File: src/rtl/shadow_key_schedule.sv
// Shadow-32 round-key generator: loads a 64-bit master key, emits one round key per step.
// Optional reverse (decryption) order with precompute buffer: define SHADOW_KS_DEC_EN.
module shadow_key_schedule #(
   parameter int NUM_ROUNDS = 32
) (
   input  logic        clk,
   input  logic        rst_n,
   input  logic [63:0] key_in,
   input  logic        key_valid,
   output logic        key_ready,
   input  logic        dec,
   input  logic        step,
   output logic [63:0] r_keys,
   output logic [5:0]  round,
   output logic        rk_valid,
   output logic        last_round,
   output logic        done
);

   localparam logic [5:0] LAST = 6'(NUM_ROUNDS - 1);

   typedef enum logic [1:0] {IDLE, PRE, RUN, DONE} state_e;

   function automatic logic [63:0] ks_update(input logic [63:0] k, input logic [5:0] rc);
      return {k[55:0], k[63:56]} ^ ({k[62:0], k[63]} & {k[56:0], k[63:57]}) ^ {58'b0, rc};
   endfunction

   state_e      state_q;
   logic [63:0] key_q, key_d;
   logic [5:0]  round_q;
   logic [5:0]  rc_q, rc_d;
   logic        rk_valid_q;
   logic        done_q;

   assign key_d = ks_update(key_q, rc_q);
   assign rc_d  = {rc_q[4:0], rc_q[5] ^ rc_q[4]};

`ifdef SHADOW_KS_DEC_EN
   localparam int AW = (NUM_ROUNDS > 1) ? $clog2(NUM_ROUNDS) : 1;

   logic        dec_q;
   logic [5:0]  ptr_q;
   logic [5:0]  rd_idx;
   logic [63:0] kbuf_q [NUM_ROUNDS];

   assign rd_idx     = round_q - 6'd1;
   assign last_round = rk_valid_q && (dec_q ? (round_q == 6'd0) : (round_q == LAST));

   // Keys 0..NUM_ROUNDS-2 are captured while PRE walks the schedule forward.
   always_ff @(posedge clk) begin
      if (state_q == PRE) kbuf_q[ptr_q[AW-1:0]] <= key_q;
   end
`else
   logic unused_dec;
   assign unused_dec = dec;
   assign last_round = rk_valid_q && (round_q == LAST);
`endif

   always_ff @(posedge clk or negedge rst_n) begin
      if (!rst_n) begin
         state_q    <= IDLE;
         key_q      <= '0;
         round_q    <= '0;
         rc_q       <= '0;
         rk_valid_q <= 1'b0;
         done_q     <= 1'b0;
`ifdef SHADOW_KS_DEC_EN
         dec_q      <= 1'b0;
         ptr_q      <= '0;
`endif
      end else begin
         case (state_q)
            IDLE: begin
               done_q <= 1'b0;
               if (key_valid) begin
                  key_q   <= key_in;
                  rc_q    <= 6'd1;
                  round_q <= '0;
`ifdef SHADOW_KS_DEC_EN
                  ptr_q   <= '0;
                  dec_q   <= dec;
                  if (dec) begin
                     state_q    <= PRE;
                     rk_valid_q <= 1'b0;
                  end else begin
                     state_q    <= RUN;
                     rk_valid_q <= 1'b1;
                  end
`else
                  state_q    <= RUN;
                  rk_valid_q <= 1'b1;
`endif
               end
            end
`ifdef SHADOW_KS_DEC_EN
            PRE: begin
               key_q <= key_d;
               rc_q  <= rc_d;
               ptr_q <= ptr_q + 6'd1;
               if (ptr_q == LAST - 6'd1) begin
                  state_q    <= RUN;
                  rk_valid_q <= 1'b1;
                  round_q    <= LAST;
               end
            end
`endif
            RUN: begin
               if (step) begin
                  if (last_round) begin
                     state_q    <= DONE;
                     rk_valid_q <= 1'b0;
                     done_q     <= 1'b1;
`ifdef SHADOW_KS_DEC_EN
                  end else if (dec_q) begin
                     round_q <= rd_idx;
                     key_q   <= kbuf_q[rd_idx[AW-1:0]];
`endif
                  end else begin
                     key_q   <= key_d;
                     rc_q    <= rc_d;
                     round_q <= round_q + 6'd1;
                  end
               end
            end
            DONE: begin
               done_q  <= 1'b0;
               state_q <= IDLE;
            end
            default: state_q <= IDLE;
         endcase
      end
   end

   assign key_ready = (state_q == IDLE);
   assign r_keys    = key_q;
   assign round     = round_q;
   assign rk_valid  = rk_valid_q;
   assign done      = done_q;

endmodule

File: config.mk
export PLATFORM = sky130hd
export DESIGN_NAME = shadow_key_schedule
export DESIGN_NICKNAME = d
export VERILOG_FILES = /design/src/rtl/shadow_key_schedule.sv
export SDC_FILE = /design/constraint.sdc
export NUM_CORES = 1
export LEC_CHECK = 0
export ABC_AREA = 0
export CAP_MARGIN = 20
export CORE_MARGIN = 2
export CORE_UTILIZATION = 54
export CTS_BUF_LIST = sky130_fd_sc_hd__clkbuf_4
export CTS_CLUSTER_SIZE = 30
export DETAILED_ROUTE_END_ITERATION = 12
export HOLD_SLACK_MARGIN = 0.02
export PLACE_DENSITY = 0.84
export RECOVER_POWER = 100
export SYNTH_ARGS = -nofsm -noshare
export SYNTH_HDL_FRONTEND = slang
export SYNTH_SLANG_ARGS = --single-unit
File: constraint.sdc
create_clock -name clk -period 4.8 [get_ports clk]
set_input_delay 0.96 -clock clk [delete_from_list [all_inputs] [get_ports clk]]
set_output_delay 0.96 -clock clk [all_outputs]
set_load 0.02 [all_outputs]
# Word-level counts from Yosys, hierarchy flattened
# Cells that the tools add are included.
dict set report totals {
  input_bits 69
  reg_bits 80
  out_inout_bits 74
}
dict set report classes {
  n_addsub 1
  n_reduce_logical 9
  bitwise_logic 4
  eq_ne 7
  mux 23
}
# cell count
set op_table {}
lappend op_table {{64-bit 2-to-1 mux} 3}
lappend op_table {{64-bit one-hot mux with 2 select lines} 1}
lappend op_table {{64-bit AND} 1}
lappend op_table {{64-bit by 6-bit XOR with 64-bit output} 1}
lappend op_table {{64-bit XOR} 1}
lappend op_table {{6-bit 2-to-1 mux} 6}
lappend op_table {{6-bit one-hot mux with 2 select lines} 2}
lappend op_table {{2-bit inequality test (second input constant)} 4}
lappend op_table {{4-bit AND reduction} 2}
lappend op_table {{6-bit by 1-bit adder with 6-bit output (second input constant)} 1}
lappend op_table {{6-bit by 5-bit equality test with 1-bit output (second input constant)} 1}
lappend op_table {{2-bit 2-to-1 mux} 3}
lappend op_table {{3-bit AND reduction} 2}
lappend op_table {{1-bit 2-to-1 mux} 5}
lappend op_table {{2-bit equality test (second input constant)} 2}
lappend op_table {{1-bit one-hot mux with 2 select lines} 2}
lappend op_table {{2-bit one-hot mux with 2 select lines} 1}
lappend op_table {{2-bit nonzero test} 2}
lappend op_table {{2-bit zero test} 1}
lappend op_table {{2-bit OR reduction} 1}
lappend op_table {{1-bit logical AND} 1}
lappend op_table {{1-bit XOR} 1}

# Depth between registers and ports, before layout
# Gate-level depths: netlist (run 1).
dict set report logic_depth {
  word_depth 6
  mapped_depth 9
  mapped_depth_nobuf 6
}

# Worst setup path after synthesis (run 1)
# No wires, ideal clock.
dict set report synth_timing {
  path_kind {register to output}
  from {reg round_q[0], in the netlist round[0]}
  to {out last_round}
  setup_slack_ns 2.378
  path_buffers 1
  arrival_time_ns 1.462
  required_time_ns 3.840
  path_stages_with_launch 6
  path_cell_list {dfrtp_1 > ha_1 > and4_1 > nand2_2 > inv_1 > buf_2}
}
dict set report synth_between {
  elab_chain_cells 2
}
# element line
set synth_rtl {}
lappend synth_rtl {{from (decl)} 30} ;# logic [5:0] round_q;
lappend synth_rtl {{from (signal assigned)} 121} ;# round_q <= round_q + 6'd1;
lappend synth_rtl {{6-bit by 5-bit equality test with 1-bit output} 56} ;# assign last_round = rk_valid_q && (round_q == LAST);
lappend synth_rtl {{1-bit logical AND} 56}
lappend synth_rtl {{to (decl)} 16} ;# output logic last_round,
# Every way passes these cells.

# Worst setup path after layout (run 1)
dict set report layout_timing {
  from {in step}
  to {reg round_q[5], in the netlist round[5]}
}
dict set report layout_between {
  elab_chain_cells 2
}
# element line
set layout_rtl {}
lappend layout_rtl {{from (decl)} 12} ;# input logic step,
lappend layout_rtl {{2-bit inequality test (no line)} --}
lappend layout_rtl {{4-bit AND reduction (no line)} --}
# Every way passes these cells.
# A chain may end at the register's enable or synchronous reset.

==> metrics, run 1 <==
max-slew violation count=between 100 and 150; Clock Tree Buf Depth=2; cts bufs inserted=9; die area=~10,000 sq um; Data required, critical path=5150 ps; area grow syn2layout=31.1%; fin crit period=approximately 3600 ps; Yosys reg bits=80; Iteration-0 DRC Markers=about 390; Post-Syn Nets=between 600 and 700; Primary FF master, synth=dfrtp_1; Slowest cell on crit path=clkbuf_1; status=complete, but fails checks; DRC viols=0; Max VDD drop=386 uV; post-CTS setup buffers=0; Buf/Inv on CP=2; DP HPWL=around 10,000 um; WL/cell=19.1 um; clk sinks=80; number of diodes=0; initial antenna violation count=0; Syn Std Cell Area=5190 sq um; H-tree levels=3; CP Cell Sequence=dlygate4sd3_1, nor2b_1, nor3_4, clkbuf_1, a41oi_1, nor3_1; sequential-to-total area share from yosys stat=about two fifths; Vias=5,331; Post-synth EDFFs=0; root buffer cell=clkbuf_4; Hold Buf Count CTS=0; setup violators final=0; ratio of cells with drive above 1 in the final layout=between 10% and 20%; Chip Height=just over 100 um; Core Area=between 9000 and 10,000 sq um; drt first pass iters=8; startpoint types=input port; final net count=between 700 and 800; Worst-Margin Slew=between 2000 and 2500 ps; vias in the first global route=between 5,000 and 6,000; Starting Density=55.9%; RSZ-0062 raised after global routing=no; post-synthesis area per instance=approximately 8.6 sq um; IO Pins=approximately 140; relative slew slack=-37.4%; # fillers=between 700 and 800; family with the most delay on the worst path=buffers and inverters; YS warnings=0; worst-path maximum fanout=49; placed cell areas=roughly 6600 sq um; WL final=around 16,000 um; Die X=about 100 um; crit-path max cell delay=1490 ps; clk_skew=approximately 15 ps; clock transition at the registers of the reported paths=130 ps; Hold Violations, Final=0; largest net degree at the start of global routing=81; period utilisation layout=between 70% and 80%; Post-CTS Resized=0; setup tns final=0 ps; WS Path Type=input port to register; P_leak=roughly 2.7 nW; Buffers on Ports=141; max frequency=around 0.28 GHz; Post-DRT Antenna Nets=0; first-pass GRT wire length=around 26,000 um; post-layout instance area=roughly 6800 sq um; failing checks=capacitance limit, slew limit; asr flop ratio synth=100%; GRT Residual Overflow=0; Clk Latency, worst-skew pair=~430 ps; TritonCTS clock tree=built; GRT Overall Usage=between 30% and 40%; gpl congestion=0.868; min-delay worst type=register to register; WP data arrival=slightly below 4000 ps; Gate Count Post-Synth=600; Site Rows=35; Yosys cell types=46; pwr dens=between 700 and 800 nW/um^2; Max Cap Viol=2; via density per instance=6.32; Crit. End Element=register
sequential cells by signal, indices dropped and copies added, names as in the netlist:
signal	flops
state_q	2
rk_valid	1
rc_q	6
r_keys	64
round	6
done	1
metal layers:
metal / wire length (um) / track usage, % / share of wire, %
met1: 6750 / 43.9 / 42
met2: 7800 / 48.6 / 48
met3: 1140 / 4.04 / 7.1
met4: 407 / 13.0 / 2.5
met5: 0 / 0 / 0
logic make-up (layout without fill, tap and decap cells):
family / count (synthesis) / count (layout) / share of synthesized area [%]
flops: 80 / 80 / 38.6
buf+inv: 56 / 171 / 4.80
xor+xnor: 71 / 71 / 12.0
compound gates: 209 / 209 / 27.2
fa+ha+maj: 4 / 4 / 0.965
simple gates: 178 / 178 / 16.0
mux: 2 / 2 / 0.410
cell usage after synthesis (2+ instances only):
cell type | instances | area [sq um]
and2_1 | 6 | 37.5
o22ai_1 | 55 | 344
nand2_1 | 82 | 308
a21oi_1 | 62 | 310
a31o_2 | 44 | 385
o22a_1 | 4 | 35.0
buf_2 | 19 | 95.1
dfrtp_1 | 80 | 2000
nand2b_1 | 3 | 18.8
a31oi_1 | 3 | 18.8
o21ai_1 | 6 | 30.0
clkbuf_1 | 27 | 101
xor2_1 | 65 | 569
o21ai_0 | 6 | 30.0
a31o_1 | 11 | 96.3
inv_1 | 4 | 15.0
nor4_1 | 2 | 12.5
nand4_1 | 2 | 12.5
buf_1 | 3 | 11.3
ha_1 | 4 | 50.1
a222oi_1 | 6 | 60.1
nand3_1 | 13 | 65.1
nor3_1 | 57 | 285
nor2_1 | 4 | 15.0
buf_4 | 2 | 15.0
xnor2_1 | 6 | 52.6
o221ai_1 | 5 | 43.8
cell usage in the layout, fill, tap and decap left out, types with 9 or more instances in the layout:
master            n
a31o_2           44
o21ai_0          12
a21oi_1          62
dlygate4sd3_1    75
clkdlybuf4s50_1  65
nand2_1          82
a31o_1           11
dfrtp_1          80
o22ai_1          55
nand3_1          12
xor2_1           65
nor3_1           57
clkbuf_4          9
worst paths after layout:
path	startpoint	endpoint	slack (ps)	depth (start not counted)
worst min-delay path	state_q[0]$_DFFE_PN0P_	state_q[0]$_DFFE_PN0P_	530	1
worst max-delay path	step	round[5]$_DFFE_PN0P_	1240	6
min in group asynchronous	rst_n	r_keys[59]$_DFFE_PN0P_	660	1
worst max register to register	state_q[0]$_DFFE_PN0P_	round[5]$_DFFE_PN0P_	1430	7
max in group asynchronous	rst_n	r_keys[30]$_DFFE_PN0P_	3290	2
worst min register to register	state_q[0]$_DFFE_PN0P_	state_q[0]$_DFFE_PN0P_	530	1
cell type report:
class	instances	area, sq um	area share (%)
clock buffer	9	67.6	0.993
timing repair buffer	151	1500	22.0
multi-input combinational	464	2950	43.3
clock inverter	7	110	1.62
sequential	80	2000	29.4
tap	129	161	2.37
inverter	4	15.0	0.221
worst reg2reg max path: stages (launching register included):
cell	delay, ps
dfrtp_1	400
inv_1	110
ha_2	430
nor2_2	120
nor3_4	200
clkbuf_1	1490
a41oi_1	290
nor3_1	270
where the power goes:
part | internal (mW) | switching, mW | leakage [nW]
Combinational | 1.42 | 1.66 | 1.68
Sequential | 0.962 | 0.516 | 0.885
Clock | 0.260 | 0.243 | 0.0910
through the flow:
stage	instances	setup WS (ps)	util [%]	power [mW]	hold slack [ps]
after CTS	842	1320	73.0	5.14	529
after global placement	826	1840	71.1	4.49	492
after floorplan	600	2380	-	3.60	481
after global routing	844	1020	73.3	5.43	563
after detailed placement	826	1840	71.1	4.63	500
final	844	1240	73.3	5.05	530
Power figures use the tool's default switching activity.
==> run 2, diff against run 1 <==
- CORE_UTILIZATION: 54 -> 50
- PLACE_DENSITY: 0.84 -> 0.79
- clock period: 4.8 -> 3.31 ns (I/O delays scaled with it)
==> run 2 against run 1 <==
Compared with the run above:
- the run still ends with capacitance limit, slew limit left
- sequential share of layout area grew 0.21 points
- routed wire length down 1.5%
- sequential power increased by 44%
- critical path type is now register to primary output
- power rose by 43%
==> metrics, run 2 (synthesis results as in run 1) <==
post-CTS setup buffers=0 (unchanged); Post-DRT Antenna Nets=0 (unchanged); clk_skew=21.8 ps (+6.98 ps); die area=11,200 sq um (+7.7%); number of diodes=0 (unchanged); first-pass GRT wire length=25,700 um (+0.27%); Die X=106 um (+3.8%); WS Path Type=register to primary output; family with the most delay on the worst path=buffers and inverters; final core utilization=66.3% (-7.0 points); reg2reg path depth=6 (-1); clk sinks=80 (unchanged); crit-path max cell delay=640 ps (-850 ps); placed cells=833 (+0.85%); clock transition at the registers of the reported paths=120 ps (about the same); failing checks=capacitance limit, slew limit; initial antenna violation count=0 (unchanged); setup violators final=0 (unchanged); DRC viols=0 (unchanged); Max Cap Viol=3 (+1); P_leak=2.63 nW (-1.0%); post-layout instance area=6750 sq um (-0.72%); Clk Latency, worst-skew pair=450 ps (+20 ps); drt first pass iters=7 (-1); worst r2r src=round[0]$_DFFE_PN0P_; Hold Buf Count CTS=0 (unchanged); Buffers on Ports=141 (unchanged); min-delay worst type=input port to asynchronous set/reset pin; RR Endpoint=state_q[0]$_DFFE_PN0P_; Max VDD drop=644 uV (+67%); Logic pwr share=61.4% (+0.6 points); max frequency=0.322 GHz; Site Rows=37 (+5.7%); Slowest cell on crit path=clkdlybuf4s50_1; GRT Residual Overflow=0 (unchanged); setup tns final=0 ps (unchanged); status=complete, but fails checks; Int Pwr=3.75 mW (+42%); placed cell areas=6640 sq um (+0.51%); WP data arrival=2440 ps (-1460 ps); gpl congestion=0.864 (-0.47%); ratio of cells with drive above 1 in the final layout=10.2% (-0.39 points); GRT Overall Usage=28.4% (-2.7 points); via density per instance=6.25 (-1.0%); Data required, critical path=2650 ps (-2500 ps); Sw Pwr=3.46 mW (+43%); Non-Filler Instances=849 (+0.59%); # fillers=863 (+20%); Starting Density=50.9% (-4.9 points); vias in the first global route=4,989 (-2.5%); startpoint types=register; WL/cell=18.7 um (-2.1%); highest-count cells in the layout ignoring fill and taps=nand2_1 (83), dfrtp_1 (80), dlygate4sd3_1 (73); Worst-Margin Slew=1830 ps (-230 ps); flop2flop setup slack=320 ps (-1110 ps); critical path depth in cells=5 (-1); Vias=5,309 (-0.41%); IO Pins=143 (unchanged); Crit. End Element=primary output; cts bufs inserted=9 (unchanged); Clock Tree Buf Depth=2 (unchanged); final net count=782 (-0.13%); Clk pwr share=9.1% (-0.8 points); RSZ-0062 raised after global routing=no; pwr dens=1070 nW/um^2 (+44%); WL final=15,900 um (-1.5%); area grow syn2layout=30.1%; sequential share of power=29.6% (+0.3 points); worst hold slack=143 ps (-387 ps); largest net degree at the start of global routing=81 (unchanged); H-tree levels=3 (unchanged); period utilisation layout=93.9%; fin crit period=between 3000 and 4000 ps; commonest non-fill, non-tap cell in the layout=nand2_1; number of flip-flops under the largest register name=64 (unchanged); max-slew violation count=184 (+50%); root buffer cell=clkbuf_4; relative slew slack=-22.1% (+15 points); CP Cell Sequence=ha_1, and4_1, nand2_1, clkinvlp_4, clkdlybuf4s50_1; Core Area=10,200 sq um (+9.7%); TritonCTS clock tree=built; Iteration-0 DRC Markers=431 (+11%); Chip Height=106 um (+3.8%); Sw Ratio=48.0% (+0.18 points); Hold Violations, Final=0 (unchanged); Buf/Inv on CP=2 (unchanged); DP HPWL=10,000 um (-2.7%); worst-path maximum fanout=12 (-76%)
run 2: changes by cell type in the layout (fill, tap and decap cells not counted), sizes merged:
cell	change
bufinv	-1
inv	-1
buf	-3
clkbuf	+3
dlygate4sd3	-2
clkdlybuf4s50	+2
run 2: cell type report:
cell class | count | area [sq um] | share of cell area (%)
flip-flops and latches | 80 | 2000 | 29.6
inverters | 4 | 18.8 | 0.278
clock buffers | 10 | 75.1 | 1.11
repair buffers | 150 | 1470 | 21.8
clock inverters | 5 | 72.6 | 1.07
multi-input cells | 464 | 2940 | 43.6
well taps | 136 | 170 | 2.52
run 2: worst reg2reg max path, stage by stage (launching register included):
cell and delay [ps]:
dfrtp_1 460, ha_1 290, and4_1 250, nand2_1 140
clkbuf_2 1180, a21oi_1 260, mux2_2 340
run 2: worst max-delay path by stage:
stage / startpoint / endpoint / slack (ps)
6_report: round[0]$_DFFE_PN0P_ / last_round / 200
5_1_grt: round[0]$_DFFE_PN0P_ / last_round / 80
4_1_cts: round[0]$_DFFE_PN0P_ / last_round / 80
3_5_place_dp: round[0]$_DFFE_PN0P_ / last_round / 580
3_3_place_gp: round[0]$_DFFE_PN0P_ / last_round / 650
2_1_floorplan: round[0]$_DFFE_PN0P_ / last_round / 1190
run 2: metal layers:
layer	track usage (%)	up-vias	share of wire (%)
li1	-	2447	-
met1	41.6	2593	44
met2	43.3	245	48
met3	3.09	24	6.3
met4	11.0	0	2.1
met5	0	-	0
run 2: per-stage QoR:
stage / total power [mW] / setup WS, ps
floorplan: 5.21 / 1190
global placement: 6.59 / 645
detailed placement: 6.72 / 576
CTS: 7.39 / 78.5
global route: 7.73 / 83.6
finish: 7.22 / 203
run 2: power groups by stage:
| stage | logic (mW) | clock network, mW | registers [mW] |
|---|---|---|---|
| after detailed placement | 4.56 | 0 | 2.15 |
| final | 4.43 | 0.655 | 2.13 |
| after global routing | 4.84 | 0.689 | 2.21 |
| after CTS | 4.59 | 0.662 | 2.14 |
| after floorplan | 2.86 | 0 | 2.35 |
| after global placement | 4.45 | 0 | 2.14 |
run 2: repair_timing:
item | CTS | global route
hold endpoints to repair | 0 | 0
gates resized for setup | 0 | 1
endpoints found under the setup margin | 0 | 1
==> edit: new RTL, settings of run 1 <==
Re-encode `state_e` (4 states) as one-hot, 4 bits wide.
--- a/src/rtl/shadow_key_schedule.sv
+++ b/src/rtl/shadow_key_schedule.sv
@@ -20,5 +20,5 @@
    localparam logic [5:0] LAST = 6'(NUM_ROUNDS - 1);
 
-   typedef enum logic [1:0] {IDLE, PRE, RUN, DONE} state_e;
+   typedef enum logic [3:0] {IDLE = 4'b0001, PRE = 4'b0010, RUN = 4'b0100, DONE = 4'b1000} state_e;
 
    function automatic logic [63:0] ks_update(input logic [63:0] k, input logic [5:0] rc);
Function: no difference found for any inputs over 4 cycles, from zero or initial values and one cycle with rst_n low; so few cycles prove little.
==> edit against run 1 <==
  * The run still ends with capacitance limit, slew limit left
  * Sequential share of layout area is 2.6 points higher
  * Routed wire length is 24% lower
  * Sequential cell count is 1 higher
  * Clock skew is 0.0024 ns higher
  * Power is 15% lower
  * Cell area is 6.9% lower
  * Area after synthesis is 6.0% lower
  * Worst setup slack worse by 0.0059 ns
  * Critical path depth is 1 lower
  * Synthesized cell count is 18% lower
  * Via count is 26% lower
  * Critical path type is now reg2reg
  * Largest power group unchanged
==> edit: results (changes against run 1) <==
| Metric | Value |
|---|---|
| Status | `finished, violations left` |
| Failing checks | `capacitance limit, slew limit` |
| Initial DRC count | `177 (-54%)` |
| Met1 WL | `5420 um (-20%)` |
| Hold Crit Start | `done$_DFFE_PN0P_` |
| CP max-delay cell | `or3b_1` |
| Filler cells | `666 (-7.5%)` |
| Largest net degree at the start of global routing | `82 (+1.2%)` |
| Met3 Use GR | `0.0489 (+0.00858)` |
| CP arrival | `3.89 ns (about the same)` |
| Peak supply drop | `0.335 mV (-13%)` |
| M2 GR Usage | `0.413 (-0.0731)` |
| Clock Path Buffers | `2 (unchanged)` |
| Hold Path Sink | `done$_DFFE_PN0P_` |
| GR Util All Layers | `0.255 (-0.0556)` |
| Slowest stage delay, CP | `1.44 ns (-0.05 ns)` |
| Met3 wire len | `712 um (-38%)` |
| Syn nets | `560 (-17%)` |
| First-pass GRT wire length | `20000 um (-22%)` |
| Hold slack | `0.529 ns (-0.000651 ns)` |
| Largest register FFs | `64 (unchanged)` |
| Worst skew pair latency | `0.43 ns (about the same)` |
| Post-DR wirelength/cell | `16.6 um (-13%)` |
| Seq/Total Area, Yosys | `0.416 (+0.0301)` |
| Critical path peak fanout | `64 (+31%)` |
| Setup TNS | `0 ns (unchanged)` |
| Met2 wire length | `6000 um (-23%)` |
| Top cells by count, synth | `nand2_1 (135), dfrtp_1 (80), o21ai_0 (67)` |
| Worst-path clk slew | `0.13 ns (about the same)` |
| Kind of critical path | `reg2reg` |
| Ys flop type | `dfrtp_1` |
| CP delay by family, top | `simple AND/OR/NAND/NOR gates` |
| Static Leak | `2.79 nW (+5.0%)` |
| Layout cells sized above 1 | `0.0827 (-0.0236)` |
| Via count | `3951 (-26%)` |
| Ranking of synthesized cells by area | `dfrtp_1 (41%), mux2_4 (11%), xor2_1 (10%)` |
| Met1 Resource Use GR | `0.354 (-0.0851)` |
| Final slew viol count | `65 (-47%)` |
| Synth unique cells | `36 (-22%)` |
| Start point of the critical path | `state_q[0]$_DFFE_PN1P_` |
| # nets final | `694 (-11%)` |
| R2R cell count | `5 (-2)` |
| Final Wtd Congestion | `0.862 (-0.66%)` |
| Max-cap violations | `1 (-1)` |
| Post-route clock skew | `0.0172 ns (+0.00243 ns)` |
| Pre-antenna DRT Iters | `4 (-4)` |
| Worst R2R End | `r_keys[48]$_DFFE_PN0P_` |
| Dpl hpwl | `8630 um (-16%)` |
| Slew margin rel. | `-0.293 (+0.0816)` |
| R2r setup slk | `1.24 ns (-0.19 ns)` |
| Post-CTS sizing | `0 (unchanged)` |
## edit: cell types whose count changed after synthesis, moves of 18 or more
cell	delta
a21oi_1	-60
a31o_2	-44
buf_2	-18
mux2_2	+26
mux2_4	+36
nand2_1	+53
nor3_1	-56
o21ai_0	+61
o22ai_1	-55
## edit: cell type report
type / instances / area [um^2] / area share
inverter: 6 / 22.5 / 0.00356
tap: 108 / 135 / 0.0213
clock inverter: 6 / 106 / 0.0168
timing repair buffer: 146 / 1460 / 0.230
multi-input combinational: 380 / 2510 / 0.396
sequential: 81 / 2030 / 0.320
clock buffer: 10 / 75.1 / 0.0119
## edit: metrics by stage
step / power (mW) / instance area (um^2) / setup WS, ns / utilization / std cells
2_1_floorplan: 3.16 / 4880 / 2.68 / - / 490
3_3_place_gp: 4.01 / 6280 / 2.01 / 0.720 / 720
3_5_place_dp: 4.11 / 6280 / 1.98 / 0.720 / 720
4_1_cts: 4.63 / 6460 / 1.80 / 0.741 / 736
5_1_grt: 4.56 / 6330 / 0.967 / 0.726 / 737
6_report: 4.28 / 6330 / 1.24 / 0.726 / 737
## edit: cell families after synthesis
logic type | after synthesis | synth area share
AO/OA/AOI/OAI | 74 | 0.0801
XOR/XNOR | 72 | 0.129
adder cells (fa/ha/maj) | 1 | 0.00257
buffers and inverters | 29 | 0.0403
flip-flops | 81 | 0.416
multiplexers | 72 | 0.193
AND/OR/NAND/NOR | 161 | 0.139
## edit: where the power goes
| part | leakage (nW) | internal (mW) | switching (mW) |
|---|---|---|---|
| logic | 1.72 | 1.12 | 1.16 |
| registers | 0.974 | 0.989 | 0.503 |
| clock network | 0.0940 | 0.267 | 0.244 |
| total | 2.79 | 2.37 | 1.90 |
